===== config.mk =====
export PLATFORM = sky130hd
export DESIGN_NAME = uart_bus_ctrl
export DESIGN_NICKNAME = d
export VERILOG_FILES = /design/src/rtl/uart_bus_ctrl_pkg.sv /design/src/rtl/uart_ctrl_fifo.sv /design/src/rtl/uart_bus_ctrl.sv
export SDC_FILE = /design/constraint.sdc
export NUM_CORES = 1
export LEC_CHECK = 0
export BUFFER_PORTS_ARGS = -buffer_cell sky130_fd_sc_hd__buf_2
export CAP_MARGIN = 20
export CORE_UTILIZATION = 45
export DETAILED_ROUTE_END_ITERATION = 8
export PLACE_DENSITY = 0.67
export REMOVE_ABC_BUFFERS = 1
export SKIP_LAST_GASP = 1
export SLEW_MARGIN = 20
export SYNTH_ARGS = -nofsm -noshare
export SYNTH_HDL_FRONTEND = slang
export SYNTH_SLANG_ARGS = --single-unit

===== constraint.sdc =====
create_clock -name clk -period 3 [get_ports clk]
set_clock_uncertainty 0.2 [all_clocks]
set_input_delay 0.6 -clock clk [delete_from_list [all_inputs] [get_ports clk]]
set_output_delay 0.6 -clock clk [all_outputs]
set_load 0.01 [all_outputs]

===== src/rtl/uart_bus_ctrl_pkg.sv =====
// Shared widths, register offsets, STATUS/CTRL bit positions and TX FSM encoding
// for the UART bus controller.
package uart_bus_ctrl_pkg;

  localparam int unsigned WbAddrW   = 32;
  localparam int unsigned WbDataW   = 32;
  localparam int unsigned UartDataW = 8;

  typedef enum logic [1:0] {
    RegData   = 2'd0,
    RegStatus = 2'd1,
    RegCtrl   = 2'd2,
    RegRsvd   = 2'd3
  } reg_addr_e;

  localparam int unsigned StTxFull    = 0;
  localparam int unsigned StTxEmpty   = 1;
  localparam int unsigned StRxValid   = 2;
  localparam int unsigned StRxOverrun = 3;
  localparam int unsigned StTxActive  = 4;

  localparam int unsigned CtrlRxIrqEn = 0;
  localparam int unsigned CtrlTxIrqEn = 1;

  typedef enum logic [1:0] {
    TxIdle   = 2'd0,
    TxLaunch = 2'd1,
    TxWaitHi = 2'd2,
    TxWaitLo = 2'd3
  } tx_state_e;

  function automatic logic [WbDataW-1:0] zext_byte(input logic [UartDataW-1:0] b);
    return {{(WbDataW - UartDataW){1'b0}}, b};
  endfunction

endpackage


===== src/rtl/uart_ctrl_fifo.sv =====
// Synchronous FIFO; pointers carry one extra wrap bit to separate full from empty.
// A push while full is accepted only when a pop happens in the same cycle.
module uart_ctrl_fifo #(
  parameter int unsigned DEPTH = 8,
  parameter int unsigned WIDTH = 8
) (
  input  logic             clk,
  input  logic             rst,
  input  logic             push_i,
  input  logic             pop_i,
  input  logic [WIDTH-1:0] data_i,
  output logic             full_o,
  output logic             empty_o,
  output logic [WIDTH-1:0] head_o
);

  localparam int unsigned AW = $clog2(DEPTH);
  localparam logic [AW:0] PtrOne = {{AW{1'b0}}, 1'b1};

  logic [WIDTH-1:0] mem_q [DEPTH];
  logic [AW:0]      wptr_q, rptr_q;
  logic             do_push, do_pop;

  assign empty_o = (wptr_q == rptr_q);
  assign full_o  = (wptr_q[AW] != rptr_q[AW]) && (wptr_q[AW-1:0] == rptr_q[AW-1:0]);
  assign do_pop  = pop_i && !empty_o;
  assign do_push = push_i && (!full_o || do_pop);
  assign head_o  = mem_q[rptr_q[AW-1:0]];

  always_ff @(posedge clk) begin
    if (!rst) begin
      wptr_q <= '0;
      rptr_q <= '0;
    end else begin
      if (do_push) wptr_q <= wptr_q + PtrOne;
      if (do_pop)  rptr_q <= rptr_q + PtrOne;
    end
  end

  always_ff @(posedge clk) begin
    if (do_push) mem_q[wptr_q[AW-1:0]] <= data_i;
  end

endmodule


===== src/rtl/uart_bus_ctrl.sv =====
// Wishbone-side UART controller: TX FIFO + start sequencer, RX buffer, registers, irq.
// UART_CTRL_RX_FIFO_EN selects an RX_DEPTH FIFO; otherwise RX is a single holding register.
module uart_bus_ctrl
  import uart_bus_ctrl_pkg::*;
#(
  parameter int unsigned TX_DEPTH = 8,
  parameter int unsigned RX_DEPTH = 4
) (
  input  logic                 clk,
  input  logic                 rst,
  input  logic [WbAddrW-1:0]   bus_addr_i,
  input  logic [WbDataW-1:0]   bus_data_i,
  output logic [WbDataW-1:0]   bus_data_o,
  input  logic                 bus_select_i,
  input  logic                 bus_we_i,
  output logic                 bus_ack_o,
  output logic                 tx_start_o,
  output logic [UartDataW-1:0] tx_data_o,
  input  logic                 tx_busy_i,
  input  logic [UartDataW-1:0] rx_data_i,
  input  logic                 rx_ready_i,
  output logic                 irq_o
);

  reg_addr_e              reg_sel;
  logic                   wr_block, accept, rd_acc, wr_acc;
  logic                   ack_q;
  logic [WbDataW-1:0]     rdata, rdata_q;
  logic [1:0]             ctrl_q;
  logic                   overrun_q, rx_drop, ovr_clr;
  logic                   tx_push, tx_pop, tx_full, tx_empty;
  logic [UartDataW-1:0]   tx_head;
  logic                   rx_pop, rx_full, rx_empty, rx_valid;
  logic [UartDataW-1:0]   rx_head;
  tx_state_e              tx_state_q;
  logic                   tx_start_q;
  logic [UartDataW-1:0]   tx_data_q;
  logic                   wait_cnt_q;
  logic                   irq_q;
  logic                   unused_bus;

  assign unused_bus = ^{bus_addr_i[WbAddrW-1:4], bus_addr_i[1:0], bus_data_i[WbDataW-1:8]};

  // A DATA write into a full TX FIFO stalls the bus until the sequencer pops.
  assign reg_sel  = reg_addr_e'(bus_addr_i[3:2]);
  assign wr_block = bus_we_i && (reg_sel == RegData) && tx_full;
  assign accept   = bus_select_i && !ack_q && !wr_block;
  assign rd_acc   = accept && !bus_we_i;
  assign wr_acc   = accept && bus_we_i;
  assign tx_push  = wr_acc && (reg_sel == RegData);
  assign rx_valid = !rx_empty;
  assign rx_pop   = rd_acc && (reg_sel == RegData) && rx_valid;
  assign rx_drop  = rx_ready_i && rx_full && !rx_pop;
  assign ovr_clr  = wr_acc && (reg_sel == RegStatus) && bus_data_i[StRxOverrun];
  assign tx_pop   = (tx_state_q == TxIdle) && !tx_empty;

  always_comb begin
    rdata = '0;
    case (reg_sel)
      RegData: if (rx_valid) rdata = zext_byte(rx_head);
      RegStatus: begin
        rdata[StTxFull]    = tx_full;
        rdata[StTxEmpty]   = tx_empty;
        rdata[StRxValid]   = rx_valid;
        rdata[StRxOverrun] = overrun_q;
        rdata[StTxActive]  = (tx_state_q != TxIdle);
      end
      RegCtrl: rdata[1:0] = ctrl_q;
      default: rdata = '0;
    endcase
  end

  always_ff @(posedge clk) begin
    if (!rst) begin
      ack_q     <= 1'b0;
      rdata_q   <= '0;
      ctrl_q    <= '0;
      overrun_q <= 1'b0;
      irq_q     <= 1'b0;
    end else begin
      ack_q   <= accept;
      rdata_q <= rd_acc ? rdata : '0;
      if (wr_acc && (reg_sel == RegCtrl)) ctrl_q <= bus_data_i[1:0];
      if (rx_drop)      overrun_q <= 1'b1;
      else if (ovr_clr) overrun_q <= 1'b0;
      irq_q <= (ctrl_q[CtrlRxIrqEn] & (rx_valid | overrun_q)) |
               (ctrl_q[CtrlTxIrqEn] & tx_empty & (tx_state_q == TxIdle));
    end
  end

  uart_ctrl_fifo #(
    .DEPTH (TX_DEPTH),
    .WIDTH (UartDataW)
  ) u_tx_fifo (
    .clk     (clk),
    .rst     (rst),
    .push_i  (tx_push),
    .pop_i   (tx_pop),
    .data_i  (bus_data_i[UartDataW-1:0]),
    .full_o  (tx_full),
    .empty_o (tx_empty),
    .head_o  (tx_head)
  );

`ifdef UART_CTRL_RX_FIFO_EN
  uart_ctrl_fifo #(
    .DEPTH (RX_DEPTH),
    .WIDTH (UartDataW)
  ) u_rx_fifo (
    .clk     (clk),
    .rst     (rst),
    .push_i  (rx_ready_i),
    .pop_i   (rx_pop),
    .data_i  (rx_data_i),
    .full_o  (rx_full),
    .empty_o (rx_empty),
    .head_o  (rx_head)
  );
`else
  logic                 rx_valid_q;
  logic [UartDataW-1:0] rx_hold_q;
  logic [31:0]          unused_rx_depth;

  assign unused_rx_depth = RX_DEPTH;
  assign rx_full  = rx_valid_q;
  assign rx_empty = !rx_valid_q;
  assign rx_head  = rx_hold_q;

  // A read in the same cycle frees the register, so the new byte replaces it.
  always_ff @(posedge clk) begin
    if (!rst) begin
      rx_valid_q <= 1'b0;
      rx_hold_q  <= '0;
    end else if (rx_ready_i && (!rx_valid_q || rx_pop)) begin
      rx_valid_q <= 1'b1;
      rx_hold_q  <= rx_data_i;
    end else if (rx_pop) begin
      rx_valid_q <= 1'b0;
    end
  end
`endif

  always_ff @(posedge clk) begin
    if (!rst) begin
      tx_state_q <= TxIdle;
      tx_start_q <= 1'b0;
      tx_data_q  <= '0;
      wait_cnt_q <= 1'b0;
    end else begin
      tx_start_q <= 1'b0;
      case (tx_state_q)
        TxIdle: begin
          if (!tx_empty) begin
            tx_data_q  <= tx_head;
            tx_start_q <= 1'b1;
            tx_state_q <= TxLaunch;
          end
        end
        TxLaunch: begin
          wait_cnt_q <= 1'b0;
          tx_state_q <= TxWaitHi;
        end
        // Give up on busy after two cycles so a silent transmitter cannot hang us.
        TxWaitHi: begin
          if (tx_busy_i || wait_cnt_q) tx_state_q <= TxWaitLo;
          else                         wait_cnt_q <= 1'b1;
        end
        TxWaitLo: begin
          if (!tx_busy_i) tx_state_q <= TxIdle;
        end
        default: tx_state_q <= TxIdle;
      endcase
    end
  end

  assign bus_ack_o  = ack_q;
  assign bus_data_o = rdata_q;
  assign tx_start_o = tx_start_q;
  assign tx_data_o  = tx_data_q;
  assign irq_o      = irq_q;

endmodule


==> flow_results.org, run 1 <==
** Run status
- The flow ran to the end, and the final reports show no timing, DRC or antenna violations.

** CTS
- TritonCTS clock tree :: done
- Maximum root-to-sink buffer count :: 2
- Post-cts hold buffer count :: 0
- In this run the clock root is driven by a clkbuf_8.
- In this run, post-CTS repair resized a total of 0 instances.
- Setup bufs post-CTS :: 0
- Number of H-tree levels :: 3
- Clock tree synthesis found a total of 106 sinks.
- After clock tree synthesis, the clock-pin slew on the worst setup and hold paths is 0.10 ns.
- Counting the buffers created by CTS gives 9.
- Clock latency on the worst-skew pair, taken at its later pin, is 0.37 ns.

** Finish
- Antenna cell count :: 0
- Fillcell total :: 867
- From synthesis to final layout, the design area changed by 10.9%.
- The library cells used most frequently in the layout, excluding fill and tap cells, are edfxtp_1 (64), dfxtp_1 (42), buf_2 (42).
- Most common cell after layout, fill and taps aside :: edfxtp_1
- In the final design database the tool counted 473 nets.
- Fraction of layout cells with a size suffix above 1 :: 23.4%

** Synth
- Largest cells by area after synthesis :: edfxtp_1 (42%), dfxtp_1 (18%), mux4_2 (5.4%)
- Number of warning messages in the yosys log :: 0
- Post-synthesis async set-or-reset flop share :: 0%
- After synthesis, the mean cell area works out to 13.5 um2.
- Post-synthesis register bit count :: 106
- Prevailing post-synth register cell :: edfxtp_1
- Mapped Cells :: 341
- Number of synthesized flops with an enable pin :: 64
- Netlist area before placement :: 0.00459 mm2
- Top cell type's share of synthesized area :: 41.8%
- Biggest area consumer among synthesized cells :: edfxtp_1
- Seq/Total Area, Yosys :: 60.1%
- Distinct cells, synth :: 47

** Min path
- Counting instances, the worst hold path has a depth of 2.
- Worst hold path type :: input pin to flop

** Route
- DR pass1 iterations :: 4
- Initial DRC count :: 122
- Dividing the detail-routed wire length by the instance count gives 15.1 um.
- Post-detailed-route via-to-cell ratio :: 5.07
- The routed layout has 2673 vias.
- Count of antenna-violating nets left after detailed routing :: 0
- For this run, design rule violations remaining after detail routing come to 0.
- The final layout contains routed wiring with a total length of 7980 um.

** Critical path
- On the critical path the largest part of the delay comes from simple AND/OR/NAND/NOR gates.
- In this run the number of cells on the critical path is 5.
- Counting both buffers and inverters, the worst setup path holds a total of 1.
- Crit Path Max Fanout :: 10
- STA classifies the critical path startpoint as a flop.
- Class of the most critical setup path :: flop to flop
- Delay of the slowest cell on the worst path :: 0.60 ns
- On the critical path, the stage with the largest delay is an instance of dfxtp_1.
- The signal on the critical path passes through xnor2_4, and4_4, nand4b_1, nor3_1, buf_4.
- Worst Path Required :: 2.88 ns
- Critical path data arrival time :: 2.05 ns
- The number of cells on the worst reg-to-reg path is 5.
- Endpoint class of the critical path :: flop

** Global routing
- The first global-routing pass estimated 12500 um of wire.
- After global routing the overflow that remains totals 0.
- Vias in the first global route :: 2438
- Entering global routing, the biggest net connects 27 pins.
- Total Routing Usage GR :: 16.2%
- Antenna violations before repair :: 0

** Power
- Proportion of power drawn by flip-flops and latches :: 50.9%
- In this run the power spent charging and discharging nets is 0.939 mW.
- Areal power density over the cells :: 649 mW/mm2
- Comb power frac :: 21.7%
- Post-layout power :: 3.30 mW
- Net switching is 28.4% of the power.
- Max rail drop VDD :: 266 uV
- The internal power of the cells totals 2.36 mW.
- Static leakage :: 1.90 nW
- The clock network accounts for 27.4% of the total power.

** STA
- Remaining max-slew budget at the tightest pin :: 62.5%
- Max Freq :: 0.460 GHz
- At the pin with the least slew margin, the transition time is 0.557 ns.
- Number of hold violations in the final report :: 0
- The final-report max-slew violation count came to 0.
- After layout, the worst path uses 72.5% of the clock period.
- Setup repair after global routing left no endpoint under its margin.
- Finish-stage setup viols :: 0
- Adding up every negative setup slack in the final design gives 0 ns.
- Minimum period implied by the final worst setup slack :: 2.18 ns

** Die
- Horizontal extent of the die :: 103 um
- Area of the die :: 0.0106 mm2
- Placeable core region :: 0.00982 mm2
- During I/O placement, the number of pins put on the boundary was 121.
- The initialized floorplan defines 36 standard-cell rows.
- The initial utilization of the core area, before any placement, comes to 46.8%.
- Measured along the y axis, the die boundary spans 103 um.

** Placement
- Final weighted congestion in routability-driven placement :: 0.757
- Number of port buffers :: 42
- Half-perimeter wire length after detailed placement :: 5240 um

** Job
- Max-capacitance violation count :: 0
-- logic make-up (layout without fill, tap and decap cells) --
logic type / after synthesis / count (layout) / share of synthesized area [%]
DFF: 106 / 106 / 60.1
and+or+nand+nor: 95 / 95 / 11.1
buffers and inverters: 49 / 79 / 6.65
AOI/OAI and AO/OA: 39 / 39 / 5.20
muxes: 39 / 39 / 13.3
adders and majority gates: 6 / 6 / 1.63
xor gates and xnor gates: 6 / 6 / 1.88
other: 1 / 24 / 0.0816
-- final cells by class --
type                       count  area (um2)  share of cell area, %
tap                          133         166                   3.27
clock inverter                 7        82.6                   1.62
clock buffer                   9         124                   2.43
multi-input combinational    209        1610                   31.6
inverter                       6        22.5                  0.442
sequential                   106        2760                   54.3
timing repair buffer          57         323                   6.34
-- Yosys cell counts (2+ instances only) --
master    number
nand3_1        6
buf_6          2
nand2b_1       7
edfxtp_1      64
nand4_1        3
a31oi_1        2
xnor2_2        2
nor4_1         3
and4_4         2
ha_1           6
mux4_1         5
nor2b_1        6
nor3_1         6
buf_2          7
buf_4         26
mux4_2        11
nand3b_1       2
inv_1          6
dfxtp_1       42
mux2i_1       23
o21ai_1        2
and2_1         5
a21boi_0       2
nand2_1       34
nor2_1        10
and3b_1        3
a21oi_1       16
xor2_1         2
o21ai_0       11
clkbuf_1       8
-- layer usage --
metal / track usage (%) / part of all wire, %
met1: 23.0 / 48
met2: 24.7 / 47
met3: 2.03 / 3.0
met4: 8.13 / 1.7
met5: 0 / 0
-- power by group through the flow --
stage / Combinational (mW) / Sequential [mW] / Clock, mW
final: 0.716 / 1.68 / 0.905
after global routing: 0.798 / 1.70 / 0.984
after CTS: 0.727 / 1.68 / 0.929
after detailed placement: 0.725 / 1.72 / 0
after global placement: 0.715 / 1.71 / 0
after floorplan: 0.425 / 1.79 / 0
-- sequential cells by signal (all words and copies together) (netlist names) --
| name | count |
|---|---|
| u_tx_fifo.mem_q | 64 |
| bus_data_o | 8 |
| rx_head | 8 |
| tx_data_o | 8 |
| u_tx_fifo.rptr_q | 4 |
| u_tx_fifo.wptr_q | 4 |
| ctrl_q | 2 |
| tx_state_q | 2 |
| bus_ack_o | 1 |
| irq_o | 1 |
| overrun_q | 1 |
| rx_full | 1 |
| tx_start_o | 1 |
| wait_cnt_q | 1 |
-- per-stage QoR --
step                      utilization (%)  setup WS [ns]  hold slack (ns)  area [um2]  std cells
after floorplan                         -        0.00830            0.230        4400        321
after global placement               49.8          0.788            0.239        4890        511
after detailed placement             49.8          0.753            0.245        4890        511
after CTS                            51.9          0.808            0.229        5090        527
after global routing                 51.9          0.696            0.264        5090        527
final                                51.9          0.824            0.246        5090        527
-- final timing paths --
path,startpoint,end,slack [ns]
max,u_tx_fifo.wptr_q[0]$_SDFFE_PN0P_,u_tx_fifo.mem_q[4][0]$_DFFE_PP_,0.82
min reg2reg,rx_head[6]$_SDFFE_PN0P_,rx_head[6]$_SDFFE_PN0P_,0.26
min,bus_we_i,bus_ack_o$_SDFF_PN0_,0.25
max reg2reg,u_tx_fifo.wptr_q[0]$_SDFFE_PN0P_,u_tx_fifo.mem_q[4][0]$_DFFE_PP_,0.82
Note: power is estimated with default switching activity, not from simulation.
==> run 2, diff against run 1 <==
--- a/config.mk
+++ b/config.mk
@@ -9,7 +9,7 @@
 export CAP_MARGIN = 20
 export CORE_UTILIZATION = 45
 export DETAILED_ROUTE_END_ITERATION = 8
-export PLACE_DENSITY = 0.67
+export PLACE_DENSITY = 0.7
 export REMOVE_ABC_BUFFERS = 1
 export SKIP_LAST_GASP = 1
 export SLEW_MARGIN = 20
==> constraint.sdc (replaced) <==
create_clock -name clk -period 1.95 [get_ports clk]
set_clock_uncertainty 0.2 [all_clocks]
set_input_delay 0.39 -clock clk [delete_from_list [all_inputs] [get_ports clk]]
set_output_delay 0.39 -clock clk [all_outputs]
set_load 0.01 [all_outputs]
==> run 2 against run 1 <==
Against the previous run:
- first-iteration DRC count up 30%
- count of clock-buffer cells in the layout grew 1
- largest cell class unchanged
- core utilization rose by 1.7 points
- wire length up 5.4%
- clock power up 52%
- setup slack lost 0.80 ns
- non-clock buffer count increased by 19
- global-route usage grew 1.1 points
- register-to-register slack got worse by 0.80 ns
- via count increased by 2.1%
- final area increased by 3.3%
- critical path depth is the same
==> flow_results.org, run 2 (synthesis gave the netlist of run 1 again) <==
** Run status
- Result of the run :: complete, no violations

** Finish
- Leading cell types in the layout, fill and taps excluded :: edfxtp_1 (64), buf_2 (42), dfxtp_1 (35)
- The number of flip-flops in the largest register was 64 (unchanged).
- Final layout net count :: 492 (+4.0%)
- Antenna cell count :: 0 (unchanged)
- The library cell used most frequently in the layout, excluding fill and tap cells, is edfxtp_1.
- Relative to the synthesized area, the layout overhead comes to 14.5%.
- The fraction of layout cells with a size suffix above 1 came to 29.1% (+5.7 points).

** Placement
- The half-perimeter wire length after detailed placement is 5600 um (+6.7%).
- Number of port buffers :: 42 (unchanged)
- Final weighted congestion in routability-driven placement :: 0.781 (+3.2%)
- Setup slack after placement :: -0.0409 ns (-0.794 ns)

** Global routing
- The pin count of the biggest net entering global routing came to 31 (+15%).
- First-pass GRT wire length :: 13200 um (+6.0%)
- Vias in the first global route :: 2615 (+7.3%)
- Residual overflow from global routing :: 0 (unchanged)
- Antenna violations before repair :: 0 (unchanged)
- Total Routing Usage GR :: 17.4% (+1.1 points)

** CTS
- The clock net sink count came to 106 (unchanged).
- Clock latency on the worst-skew pair :: 0.37 ns (about the same)
- Number of H-tree levels :: 3 (unchanged)
- Clock transition at path regs :: 0.09 ns (about the same)
- Clock buffers created by TritonCTS :: 9 (unchanged)
- TritonCTS clock tree :: done
- The maximum clock path buffer count was 2 (unchanged).
- Master cell of the clock root buffer :: clkbuf_8
- Post-cts hold buffer count :: 0 (unchanged)

** Power
- The areal power density over the cells was 936 mW/mm2 (+44%).
- P_int :: 3.58 mW (+51%)
- The fraction of power consumed by the clock network was 27.9% (+0.5 points).
- The switching power total was 1.34 mW (+43%).
- The peak supply drop is 361 uV (+36%).
- Proportion of power drawn by flip-flops and latches :: 52.0% (+1.1 points)
- The combinational power share came to 20.0% (-1.7 points).
- Net Sw Frac :: 27.3% (-1.1 points)
- Static leakage :: 2.00 nW (+5.3%)

** STA
- The achievable clock frequency was 0.519 GHz (+13%).
- The number of setup violations in the final report came to 0 (unchanged).
- Setup repair after global routing could not meet its margin everywhere.
- The clock period minus final worst setup slack came to 1.93 ns (-0.249 ns).
- Worst slack on hold paths :: 0.0185 ns (-0.228 ns)
- The final-report max-slew violation count was 0 (unchanged).
- Ratio of final minimum period to clock period :: 98.8% (+26 points)
- The final setup slack of the worst path came to 0.0239 ns (-0.801 ns).
- The number of hold violations in the final report is 0 (unchanged).

** Route
- The final wirelength is 8410 um (+5.4%).
- The number of detailed-route iterations in the first pass was 4 (unchanged).
- The average wire per standard cell was 15.4 um (+1.8%).
- The number of remaining DRC errors was 0 (unchanged).
- The via count normalized by instance count was 5.00 (-1.4%).
- The total via count after detailed routing came to 2730 (+2.1%).
- The remaining number of nets flagged by the antenna check after routing came to 0 (unchanged).
- Initial DRC count :: 158 (+30%)

** Die
- IO Count :: 121 (unchanged)
- The cell row count came to 36 (unchanged).
- Initial cell density of the core :: 46.8% (unchanged)
- The die outline height was 103 um (unchanged).
- The die span in x was 103 um (unchanged).
- The full die area is 0.0106 mm2 (unchanged).
- Placeable core region :: 0.00982 mm2 (unchanged)

** Min path
- Worst hold path type :: input pin to flop

** Job
- Max-capacitance violation count :: 0 (unchanged)

** Critical path
- Class of the most critical setup path :: flop to flop
- Critical path data arrival time :: 1.81 ns (-0.24 ns)
- The worst setup path is launched from a flop.
- Worst Path Required :: 1.83 ns (-1.05 ns)
- Crit Path Max Fanout :: 8 (-2)
- STA classifies the critical path endpoint as a flop.
## run 2: worst max-delay path, cell delays in order (launching register included)
cell and delay (ns):
dfxtp_4 0.38, xnor2_4 0.13, and4_4 0.21, nand4b_1 0.27
nor3_1 0.22, buf_4 0.23
## run 2: power by group through the flow
stage	registers (mW)	clock network, mW	logic, mW
final	2.56	1.38	0.987
after global routing	2.58	1.48	1.10
after CTS	2.56	1.41	0.974
after detailed placement	2.61	0	0.949
after global placement	2.60	0	0.923
after floorplan	2.75	0	0.654
## run 2: final timing paths
path              slack, ns  cells after the start                         endpoint                        startpoint
hold / removal         0.02                      2             bus_ack_o$_SDFF_PN0_                          bus_we_i
setup / recovery       0.02                      5  u_tx_fifo.mem_q[4][4]$_DFFE_PP_  u_tx_fifo.rptr_q[0]$_SDFFE_PN0P_
setup reg to reg       0.02                      5  u_tx_fifo.mem_q[4][4]$_DFFE_PP_  u_tx_fifo.rptr_q[0]$_SDFFE_PN0P_
hold reg to reg        0.26                      2          rx_head[3]$_SDFFE_PN0P_           rx_head[3]$_SDFFE_PN0P_
## run 2: timing repair
action | in CTS | in global routing
gates resized for setup | 4 | 11
setup buffers | 0 | 1
pin swaps | 0 | 2
setup endpoints to repair | 4 | 60
## run 2: area by class of cell
type / instances / area, um2
fillers: 853 / 4560
inverters: 6 / 22.5
multi-input cells: 209 / 1620
clock buffers: 10 / 128
repair buffers: 76 / 473
well taps: 133 / 166
flip-flops and latches: 106 / 2780
clock inverters: 6 / 71.3
## run 2: routing by layer
metal  GRT usage (%)  up-vias  wire length (um)
met2            27.3       78              4030
met3            4.75       16               422
met1            22.9     1307              3800
li1                -     1329                 -
met5               0        -                 0
met4            7.04        0               161
## run 2: metrics by stage
stage	TNS [ns]	utilization, %	std cells	area, um2	power, mW
after floorplan	-53.17	-	321	4400	3.41
after global placement	-0.0132	51.1	529	5020	3.52
after detailed placement	-0.0737	51.1	529	5020	3.55
after CTS	-0.0242	53.3	545	5230	4.94
after global routing	-0.385	53.6	546	5260	5.16
final	0	53.6	546	5260	4.92
